$ cat config.mk
export PLATFORM = sky130hd
export DESIGN_NAME = dnn_job_scheduler
export DESIGN_NICKNAME = d
export VERILOG_FILES = /design/src/rtl/dnn_job_scheduler.sv
export SDC_FILE = /design/constraint.sdc
export NUM_CORES = 1
export LEC_CHECK = 0
export ABC_AREA = 1
export CAP_MARGIN = 20
export CORE_MARGIN = 5
export CORE_UTILIZATION = 50
export CTS_CLUSTER_SIZE = 24
export DETAILED_ROUTE_END_ITERATION = 10
export PLACE_DENSITY_LB_ADDON = 0.08
export SLEW_MARGIN = 5
export SYNTH_ARGS = -nofsm -noshare
export SYNTH_HDL_FRONTEND = slang
export SYNTH_SLANG_ARGS = --single-unit
$ cat constraint.sdc
create_clock -name clk -period 2.8 [get_ports clk]
set_input_delay 0.56 -clock clk [delete_from_list [all_inputs] [get_ports clk]]
set_output_delay 0.56 -clock clk [all_outputs]
set_load 0.1 [all_outputs]
$ cat src/rtl/dnn_job_scheduler.sv
// Front-end job scheduler for the 4-phase DNN inference core.
// Two requesters are arbitrated round-robin into a small job FIFO. Jobs are
// issued to the core at most once every 4 cycles. The 28 weights live in a
// local register bank. Core results are routed back to the requester that
// owned each job.
module dnn_job_scheduler #(
    parameter int FIFO_DEPTH = 4,
    parameter int CORE_LAT   = 4,
    parameter int WARMUP     = 4
) (
    input  logic         clk,
    input  logic         rst_n,
    input  logic         req0_valid,
    output logic         req0_ready,
    input  logic [19:0]  req0_x,
    input  logic         req1_valid,
    output logic         req1_ready,
    input  logic [19:0]  req1_x,
    input  logic         cfg_valid,
    output logic         cfg_ready,
    input  logic [4:0]   cfg_addr,
    input  logic [4:0]   cfg_data,
    output logic         core_in_ready,
    output logic [19:0]  core_x,
    output logic [139:0] core_w,
    input  logic [16:0]  core_out0,
    input  logic [16:0]  core_out1,
    input  logic         core_out_ready,
    output logic         rsp0_valid,
    output logic         rsp1_valid,
    output logic [16:0]  rsp_out0,
    output logic [16:0]  rsp_out1,
    output logic         err
);

    localparam int PW = (FIFO_DEPTH > 1) ? $clog2(FIFO_DEPTH) : 1;
    localparam int CW = $clog2(FIFO_DEPTH + 1);
    localparam int TW = (WARMUP > 3) ? $clog2(WARMUP + 1) : 2;
    localparam int NUM_W = 28;
    localparam logic [CW-1:0] FIFO_FULL   = CW'(FIFO_DEPTH);
    localparam logic [TW-1:0] WARMUP_LAST = TW'(WARMUP - 1);
    localparam logic [TW-1:0] BUSY_LAST   = TW'(2);

    typedef enum logic [1:0] {ST_WARMUP, ST_IDLE, ST_BUSY} state_t;

    state_t              state_q, state_d;
    logic [TW-1:0]       cnt_q, cnt_d;
    logic                accept_en_q;
    logic                rr_q, rr_d;
    logic [20:0]         fifo_q [FIFO_DEPTH];
    logic [PW-1:0]       wr_ptr_q, rd_ptr_q;
    logic [CW-1:0]       count_q, count_d;
    logic [CORE_LAT-1:0] fl_valid_q, fl_src_q;
    logic                rsp0_valid_q, rsp1_valid_q, err_q;
    logic [16:0]         rsp_out0_q, rsp_out1_q;

    logic        can_accept, grant0, grant1, push, issue, in_flight, cfg_we;
    logic        tail_valid, tail_src;
    logic [20:0] push_data, head;

    // Request side: readiness depends only on registered occupancy, so a pop
    // in the same cycle never makes room for a push.
    assign can_accept = accept_en_q && (count_q != FIFO_FULL) && !cfg_valid;
    assign req0_ready = can_accept && (!req1_valid || !rr_q);
    assign req1_ready = can_accept && (!req0_valid || rr_q);
    assign grant0     = req0_valid && req0_ready;
    assign grant1     = req1_valid && req1_ready;
    assign push       = grant0 || grant1;
    assign push_data  = grant1 ? {1'b1, req1_x} : {1'b0, req0_x};

    // Issue side: a job leaves the FIFO in the same cycle it is pulsed to the core.
    assign head          = fifo_q[rd_ptr_q];
    assign issue         = (state_q == ST_IDLE) && (count_q != '0);
    assign core_in_ready = issue;
    assign core_x        = issue ? head[19:0] : 20'd0;

    assign tail_valid = fl_valid_q[CORE_LAT-1];
    assign tail_src   = fl_src_q[CORE_LAT-1];
    assign in_flight  = |fl_valid_q;

    // Weights only change when nothing is queued, in flight or being issued.
    assign cfg_ready = (state_q == ST_IDLE) && (count_q == '0) && !in_flight;
    assign cfg_we    = cfg_valid && cfg_ready;

    assign rsp0_valid = rsp0_valid_q;
    assign rsp1_valid = rsp1_valid_q;
    assign rsp_out0   = rsp_out0_q;
    assign rsp_out1   = rsp_out1_q;
    assign err        = err_q;

    // Weight bank; addresses beyond the last weight match no register and are dropped.
    for (genvar gi = 0; gi < NUM_W; gi++) begin : g_weight
        logic [4:0] w_q;
        // Load one weight on an accepted write to its index.
        always_ff @(posedge clk or negedge rst_n) begin
            if (!rst_n)                                 w_q <= 5'd0;
            else if (cfg_we && (cfg_addr == 5'(gi)))    w_q <= cfg_data;
        end
        assign core_w[5*gi +: 5] = w_q;
    end

    // Round-robin preference and FIFO occupancy next-state.
    always_comb begin
        rr_d    = rr_q;
        count_d = count_q;
        if (grant0)      rr_d = 1'b1;
        else if (grant1) rr_d = 1'b0;
        if (push && !issue)      count_d = count_q + CW'(1);
        else if (!push && issue) count_d = count_q - CW'(1);
    end

    // FIFO storage needs no reset: occupancy decides which entries are live.
    always_ff @(posedge clk) begin
        if (push) fifo_q[wr_ptr_q] <= push_data;
    end

    // FIFO pointers, arbiter pointer and post-reset request enable.
    always_ff @(posedge clk or negedge rst_n) begin
        if (!rst_n) begin
            wr_ptr_q    <= '0;
            rd_ptr_q    <= '0;
            count_q     <= '0;
            rr_q        <= 1'b0;
            accept_en_q <= 1'b0;
        end else begin
            if (push)  wr_ptr_q <= wr_ptr_q + PW'(1);
            if (issue) rd_ptr_q <= rd_ptr_q + PW'(1);
            count_q     <= count_d;
            rr_q        <= rr_d;
            accept_en_q <= 1'b1;
        end
    end

    // Issue FSM next-state: warm-up count, then idle/busy spacing of issues.
    always_comb begin
        state_d = state_q;
        cnt_d   = cnt_q;
        unique case (state_q)
            ST_WARMUP: begin
                if (cnt_q == WARMUP_LAST) begin
                    state_d = ST_IDLE;
                    cnt_d   = '0;
                end else begin
                    cnt_d = cnt_q + TW'(1);
                end
            end
            ST_IDLE: begin
                if (issue) begin
                    state_d = ST_BUSY;
                    cnt_d   = '0;
                end
            end
            ST_BUSY: begin
                if (cnt_q == BUSY_LAST) begin
                    state_d = ST_IDLE;
                    cnt_d   = '0;
                end else begin
                    cnt_d = cnt_q + TW'(1);
                end
            end
            default: begin
                state_d = ST_WARMUP;
                cnt_d   = '0;
            end
        endcase
    end

    // Issue FSM state register.
    always_ff @(posedge clk or negedge rst_n) begin
        if (!rst_n) begin
            state_q <= ST_WARMUP;
            cnt_q   <= '0;
        end else begin
            state_q <= state_d;
            cnt_q   <= cnt_d;
        end
    end

    // In-flight tracker, result routing and sticky unexpected-result flag.
    always_ff @(posedge clk or negedge rst_n) begin
        if (!rst_n) begin
            fl_valid_q   <= '0;
            fl_src_q     <= '0;
            rsp0_valid_q <= 1'b0;
            rsp1_valid_q <= 1'b0;
            rsp_out0_q   <= '0;
            rsp_out1_q   <= '0;
            err_q        <= 1'b0;
        end else begin
            fl_valid_q   <= {fl_valid_q[CORE_LAT-2:0], issue};
            fl_src_q     <= {fl_src_q[CORE_LAT-2:0], head[20]};
            rsp0_valid_q <= core_out_ready && tail_valid && !tail_src;
            rsp1_valid_q <= core_out_ready && tail_valid && tail_src;
            if (core_out_ready && tail_valid) begin
                rsp_out0_q <= core_out0;
                rsp_out1_q <= core_out1;
            end
            if (core_out_ready && !tail_valid) err_q <= 1'b1;
        end
    end

endmodule
==> results.sh, run 1 <==
export IMPL_hold_path_class="flop to flop"
export IMPL_p_leak_nw=7.72
export IMPL_ff2ff_setup_slack_ns=0.62
export IMPL_setup_viol=0
export IMPL_fin_crit_sh_pct=94.5
export IMPL_power_switching_mw=6.92
export IMPL_fin_skew_ns=0.0112
export IMPL_crit_buf_inv=2
export IMPL_cts_tree="built"
export IMPL_switching_share_pct=43.1
export IMPL_synthFlopType="dfrtp_1"
export IMPL_overflow=0
export IMPL_critPathLaunchType="flop"
export IMPL_max_stage_delay_ns=0.43
export IMPL_wl_um=31900
export IMPL_die_h_um=165
export IMPL_synth_seq_cells=283
export IMPL_drive_gt1_share_pct=25.4
export IMPL_portBuffers=290
export IMPL_fill_cells=1823
export IMPL_clock_sink_count=283
export IMPL_routedWlPerCell_um=17.6
export IMPL_critical_path_arrival_ns=2.09
export IMPL_pin_count=291
export IMPL_clock_path_buffers=3
export IMPL_grt_pass1_wl_um=49600
export IMPL_core_area_um2=23600
export IMPL_antenna_found_initial=0
export IMPL_crit_path_max_fanout=18
export IMPL_ys_warn_count=0
export IMPL_relSlewSlack_pct=53.5
export IMPL_finalNonFillerCells=1811
export IMPL_grt_max_degree=169
export IMPL_slowest_stage="dfrtp_1"
export IMPL_mostFrequentLayoutCell="nand2_1"
export IMPL_dr_first_iter_drc_count=857
export IMPL_diodes=0
export IMPL_grt_pass1_vias=9369
export IMPL_die_w_um=165
export IMPL_rsz0062_at_grt="false"
export IMPL_p_comb_share_pct=42.5
export IMPL_clkTransAtPathRegs_ns=0.06
export IMPL_mostFrequentLayoutCells="370 x nand2_1, 199 x dfrtp_1, 196 x buf_4, 141 x nand4_1, 101 x nor2_1"
export IMPL_area_delta_synth_final_pct=34.6
export IMPL_netlist_cell_type_count=31
export IMPL_dp_hpwl_um=21300
export IMPL_synth_edf_count=84
export IMPL_postCtsSetupBuffers=0
export IMPL_reg2regPathDepth=9
export IMPL_period_needed_ns=2.65
export IMPL_grt_usage_pct=22.9
export IMPL_path_cells="nor2_2 -> nand2_1 -> nand2_1 -> buf_12 -> a21oi_2 -> buf_12"
export IMPL_nNetsFinal=1571
export IMPL_status="completed"
export IMPL_synth_cells=1194
export IMPL_synth_top_cell_area_share_pct=41.3
export IMPL_seqPwrFrac_pct=32.3
export IMPL_vias=9527
export IMPL_r2r_start="count_q[0]"
export IMPL_cp_end_kind="primary output"
export IMPL_hp_start="fl_src_q[1]"
export IMPL_irDropWorstVdd_mv=0.753
export IMPL_yosys_top_cells_area="dfrtp_1 41%, edfxtp_1 21%, nand2_1 12%"
export IMPL_ys_seq_area_share_pct=62.2
export IMPL_required_ns=2.24
export IMPL_antenna_left=0
export IMPL_worst_setup_path_type="flop to primary output"
export IMPL_min_to="fl_src_q[2]"
export IMPL_synthesis_nets=1294
export IMPL_yosys_area_top_type="dfrtp_1"
export IMPL_cap_violations=0
export IMPL_max_freq_mhz=378
export IMPL_min_path_cells=0
export IMPL_crit_family="buffers and inverters"
export IMPL_place_congestion=0.838
export IMPL_viasPerCell=5.26
export IMPL_cts_root_buffer="clkbuf_16"
export IMPL_drtPass1Iterations=5
export IMPL_power_density_nw_per_um2=988
export IMPL_finalSetupTns_ns=0
export IMPL_dp_cells=1757
export IMPL_hold_violations=0
export IMPL_cts_buffers=30
export IMPL_clk_latency_ns=0.54
export IMPL_pwr_share_clk_pct=25.1
export IMPL_start_util_pct=51.1
export IMPL_netlist_area_um2=12100
export IMPL_tightest_slew_ns=0.698
export IMPL_avgSynthCellArea_um2=10.1
export IMPL_r2r_end="count_q[2]"
export IMPL_core_rowCount=56
export IMPL_ys_async_sr_fraction_pct=70.3
export IMPL_slew_viol_final=0
export IMPL_drc=0
export IMPL_p_int_mw=9.12
export IMPL_dieArea_um2=27300
export IMPL_htreeDepth=1
[per-layer routing]
metal	vias to the layer above	share of wire, %	track usage, %
li1	4612	-	-
met1	4509	40	29.1
met2	336	51	40.1
met3	70	6.7	3.70
met4	0	3.0	7.76
met5	-	0	0
[per-stage QoR]
step / instance area, um2 / hold slack, ns / utilization, % / setup slack [ns] / total power [mW]
after floorplan: 12100 / 0.264 / - / 0.194 / 10.2
after global routing: 16200 / 0.365 / 68.8 / 0.0163 / 16.7
after CTS: 16200 / 0.353 / 68.8 / 0.0838 / 16.2
after detailed placement: 15200 / 0.340 / 64.4 / 0.192 / 12.1
final: 16200 / 0.353 / 68.8 / 0.153 / 16.0
after global placement: 15200 / 0.338 / 64.4 / 0.215 / 12.0
[cells by family (layout without fill, tap and decap cells)]
family,count (synthesis),after routing,synth area share [%]
multiplexers,35,35,3.27
XOR/XNOR,3,3,0.218
AO/OA/AOI/OAI,72,72,3.05
AND/OR/NAND/NOR,680,680,25.7
buffers and inverters,110,408,4.48
adder cells (fa/ha/maj),10,10,1.10
flip-flops,283,283,62.2
other,1,1,0.0311
[power groups by stage]
stage	clock network (mW)	registers, mW	logic, mW
3_3_place_gp	0	5.23	6.78
6_report	4.03	5.18	6.82
2_1_floorplan	0	7.57	2.59
3_5_place_dp	0	5.25	6.83
4_1_cts	4.11	5.18	6.86
5_1_grt	4.28	5.25	7.17
[cell type report]
type	instances	area, um2	share of cell area, %
sequential	283	7500	46.2
clock inverter	14	156	0.963
inverter	34	128	0.786
clock buffer	39	867	5.34
multi-input combinational	801	4110	25.3
tap	319	399	2.46
timing repair buffer	321	3080	19.0
[how the worst max path moves through the flow]
stage | slack [ns] | cells past startpoint | endpoint | from
after global placement | 0.21 | 10 | count_q[2] | req1_valid
after CTS | 0.08 | 5 | core_x[12] | rd_ptr_q[0]
after global routing | 0.02 | 6 | core_x[19] | rd_ptr_q[0]
after detailed placement | 0.19 | 10 | count_q[2] | req1_valid
final | 0.15 | 6 | core_x[12] | count_q[0]
after floorplan | 0.19 | 6 | fifo_q[0][0] | cfg_valid
[timing repair]
item                                   CTS  global route
setup endpoints to repair                0             2
gates resized for setup                  0             1
hold buffers                             1             0
endpoints found under the hold margin   44             0
[synthesized netlist by cell type, drive strengths merged, types with 2 or more instances]
cell and count:
edfxtp 84, buf 39, nand3 34, nor2 128
inv 34, nor3 4, clkbuf 37, mux2 35
xor2 2, o21ai 48, dfrtp 199, a21oi 21
nand4 142, nand2 371, ha 9
[registers in the layout, indices dropped and copies added, names as in the netlist, 3 cells and up]
signal and count:
rsp_out0 17, fifo_q 84, fl_src_q 4, cnt_q 3
fl_valid_q 4, count_q 3, g_weight.w_q 140, rsp_out1 17
Note: power is estimated with default switching activity, not from simulation.
==> inputs of run 2 (changes only) <==
CORE_ASPECT_RATIO = 0.8   (was not set)
CORE_UTILIZATION = 54   (was 50)
CTS_CLUSTER_SIZE = not set   (was 24)
clock period = 3.4 ns   (was 2.8 ns; I/O delays follow)
==> results.sh, run 2 (same netlist as run 1, synthesis figures left out) <==
export IMPL_status="completed"
export IMPL_dp_hpwl_um=21800
export IMPL_mostFrequentLayoutCell="nand2_1"
export IMPL_core_area_um2=21800
export IMPL_fin_skew_ns=0.00771
export IMPL_overflow=0
export IMPL_crit_path_max_fanout=16
export IMPL_period_needed_ns=3.06
export IMPL_hold_violations=0
export IMPL_drc=0
export IMPL_use_met2_pct=38.4
export IMPL_viasPerCell=5.42
export IMPL_rsz0062_at_grt="false"
export IMPL_ctsHoldBuffers=0
export IMPL_power_density_nw_per_um2=802
export IMPL_grt_pass1_vias=9147
export IMPL_portBuffers=290
export IMPL_hold_path_class="input pin to asynchronous set/reset pin"
export IMPL_pin_count=291
export IMPL_die_w_um=177
export IMPL_worst_setup_path_type="flop to primary output"
export IMPL_clkTransAtPathRegs_ns=0.06
export IMPL_drtPass1Iterations=5
export IMPL_start_util_pct=55.3
export IMPL_critPathLaunchType="flop"
export IMPL_grt_util_met3_pct=5.55
export IMPL_max_freq_mhz=327
export IMPL_slew_viol_final=0
export IMPL_critical_path_arrival_ns=2.38
export IMPL_fill_cells=1548
export IMPL_antenna_left=0
export IMPL_dieArea_um2=25500
export IMPL_cts_tree="built"
export IMPL_reg_top3="g_weight.w_q x140, fifo_q x84"
export IMPL_htreeDepth=1
export IMPL_cap_violations=0
export IMPL_cts_root_buffer="clkbuf_16"
export IMPL_dr_first_iter_drc_count=947
export IMPL_place_congestion=0.877
export IMPL_cts_resized_gates=0
export IMPL_core_rowCount=48
export IMPL_clk_latency_ns=0.53
export IMPL_vias=9669
export IMPL_grt_max_degree=169
export IMPL_routedWlPerCell_um=18.2
export IMPL_postCtsSetupBuffers=0
export IMPL_tightest_slew_ns=1.00
export IMPL_cp_end_kind="primary output"
export IMPL_wl_um=32500
export IMPL_die_h_um=144
export IMPL_busiest_layer="met2"
export IMPL_drive_gt1_share_pct=19.3
export IMPL_relSlewSlack_pct=33.1
export IMPL_setup_viol=0
export IMPL_largest_reg_flops=140
export IMPL_clock_path_buffers=3
export IMPL_fin_crit_sh_pct=90.1
export IMPL_area_delta_synth_final_pct=32.9
export IMPL_irDropWorstVdd_mv=0.490
export IMPL_p_leak_nw=7.52
export IMPL_clock_sink_count=283
export IMPL_finalSetupTns_ns=0
export IMPL_design_area_um2=16000
export IMPL_grt_use_met1_pct=36.0
export IMPL_antenna_found_initial=0
export IMPL_cts_buffers=28
export IMPL_placed_cell_area_um2=15100
export IMPL_nNetsFinal=1562
export IMPL_mostFrequentLayoutCells="370 x nand2_1, 199 x dfrtp_1, 152 x clkdlybuf4s50_1, 141 x nand4_1, 137 x buf_4"
export IMPL_grt_usage_pct=24.7
export IMPL_diodes=0
export IMPL_grt_pass1_wl_um=49900
export IMPL_multi_input_area_um2=4030
export IMPL_top_register="g_weight.w_q"
export IMPL_regArea_um2=7500
export IMPL_required_ns=2.72
## run 2: cell count changes in the layout (fill, tap and decap cells not counted), moves of 2 or more
| cell | previous run | this run |
|---|---|---|
| clkdlybuf4s50_1 | 87 | 152 |
| a21oi_2 | 20 | 0 |
| clkbuf_8 | 5 | 9 |
| clkbuf_4 | 0 | 2 |
| bufinv_16 | 3 | 1 |
| clkbuf_16 | 32 | 30 |
| a21oi_1 | 1 | 21 |
| buf_12 | 35 | 24 |
| clkinvlp_4 | 3 | 0 |
| clkbuf_1 | 3 | 6 |
| clkinv_2 | 2 | 4 |
| clkinv_1 | 3 | 0 |
| buf_4 | 196 | 137 |
## run 2: path summary, 6_finish.rpt
kind | start | endpoint | slack [ns] | cells past startpoint
setup / recovery | count_q[0] | core_x[14] | 0.34 | 6
hold / removal | rst_n | g_weight[23].w_q[2] | 0.14 | 1
setup reg to reg | count_q[1] | count_q[2] | 0.94 | 9
hold reg to reg | fl_src_q[1] | fl_src_q[2] | 0.35 | 0
max in group asynchronous | rst_n | g_weight[1].w_q[3] | 2.41 | 2
min in group clk | fl_src_q[1] | fl_src_q[2] | 0.35 | 0
## run 2: metal layers
layer / vias to the layer above / wire length [um]
met1: 4559 / 13800
met2: 452 / 14700
met5: - / 0
li1: 4608 / -
met4: 0 / 787
met3: 50 / 3210
## run 2: cell type report
cell class                      count  share of cell area [%]
Clock buffer                       46                    5.60
Sequential cell                   283                    46.8
Tap cell                          300                    2.34
Clock inverter                      5                   0.312
Timing Repair Buffer              314                    19.0
Inverter                           34                   0.796
Multi-Input combinational cell    801                    25.2
## run 2: worst max-delay path, stage by stage, from the launching register on
cell and delay (ns):
dfrtp_1 0.43, nor2_2 0.08, nand2_1 0.06, nand2_1 0.41, buf_4 0.37, a21oi_1 0.27, buf_12 0.22
## run 2: through the flow
| step | util, % | hold WS, ns | power (mW) | instances | setup slack [ns] |
|---|---|---|---|---|---|
| 2_1_floorplan | - | 0.331 | 8.28 | 1194 | 0.257 |
| 3_3_place_gp | 69.2 | 0.331 | 9.74 | 1732 | 0.751 |
| 3_5_place_dp | 69.2 | 0.341 | 9.81 | 1732 | 0.695 |
| 4_1_cts | 73.5 | 0.174 | 12.9 | 1783 | 0.304 |
| 5_1_grt | 73.5 | 0.192 | 13.4 | 1783 | 0.197 |
| 6_report | 73.5 | 0.142 | 12.9 | 1783 | 0.338 |
## run 2: where the power goes
| group | leakage, nW | internal [mW] | switching (mW) |
|---|---|---|---|
| clock | 0.473 | 1.87 | 1.24 |
| combinational | 3.62 | 1.42 | 4.07 |
| sequential | 3.43 | 4.01 | 0.233 |
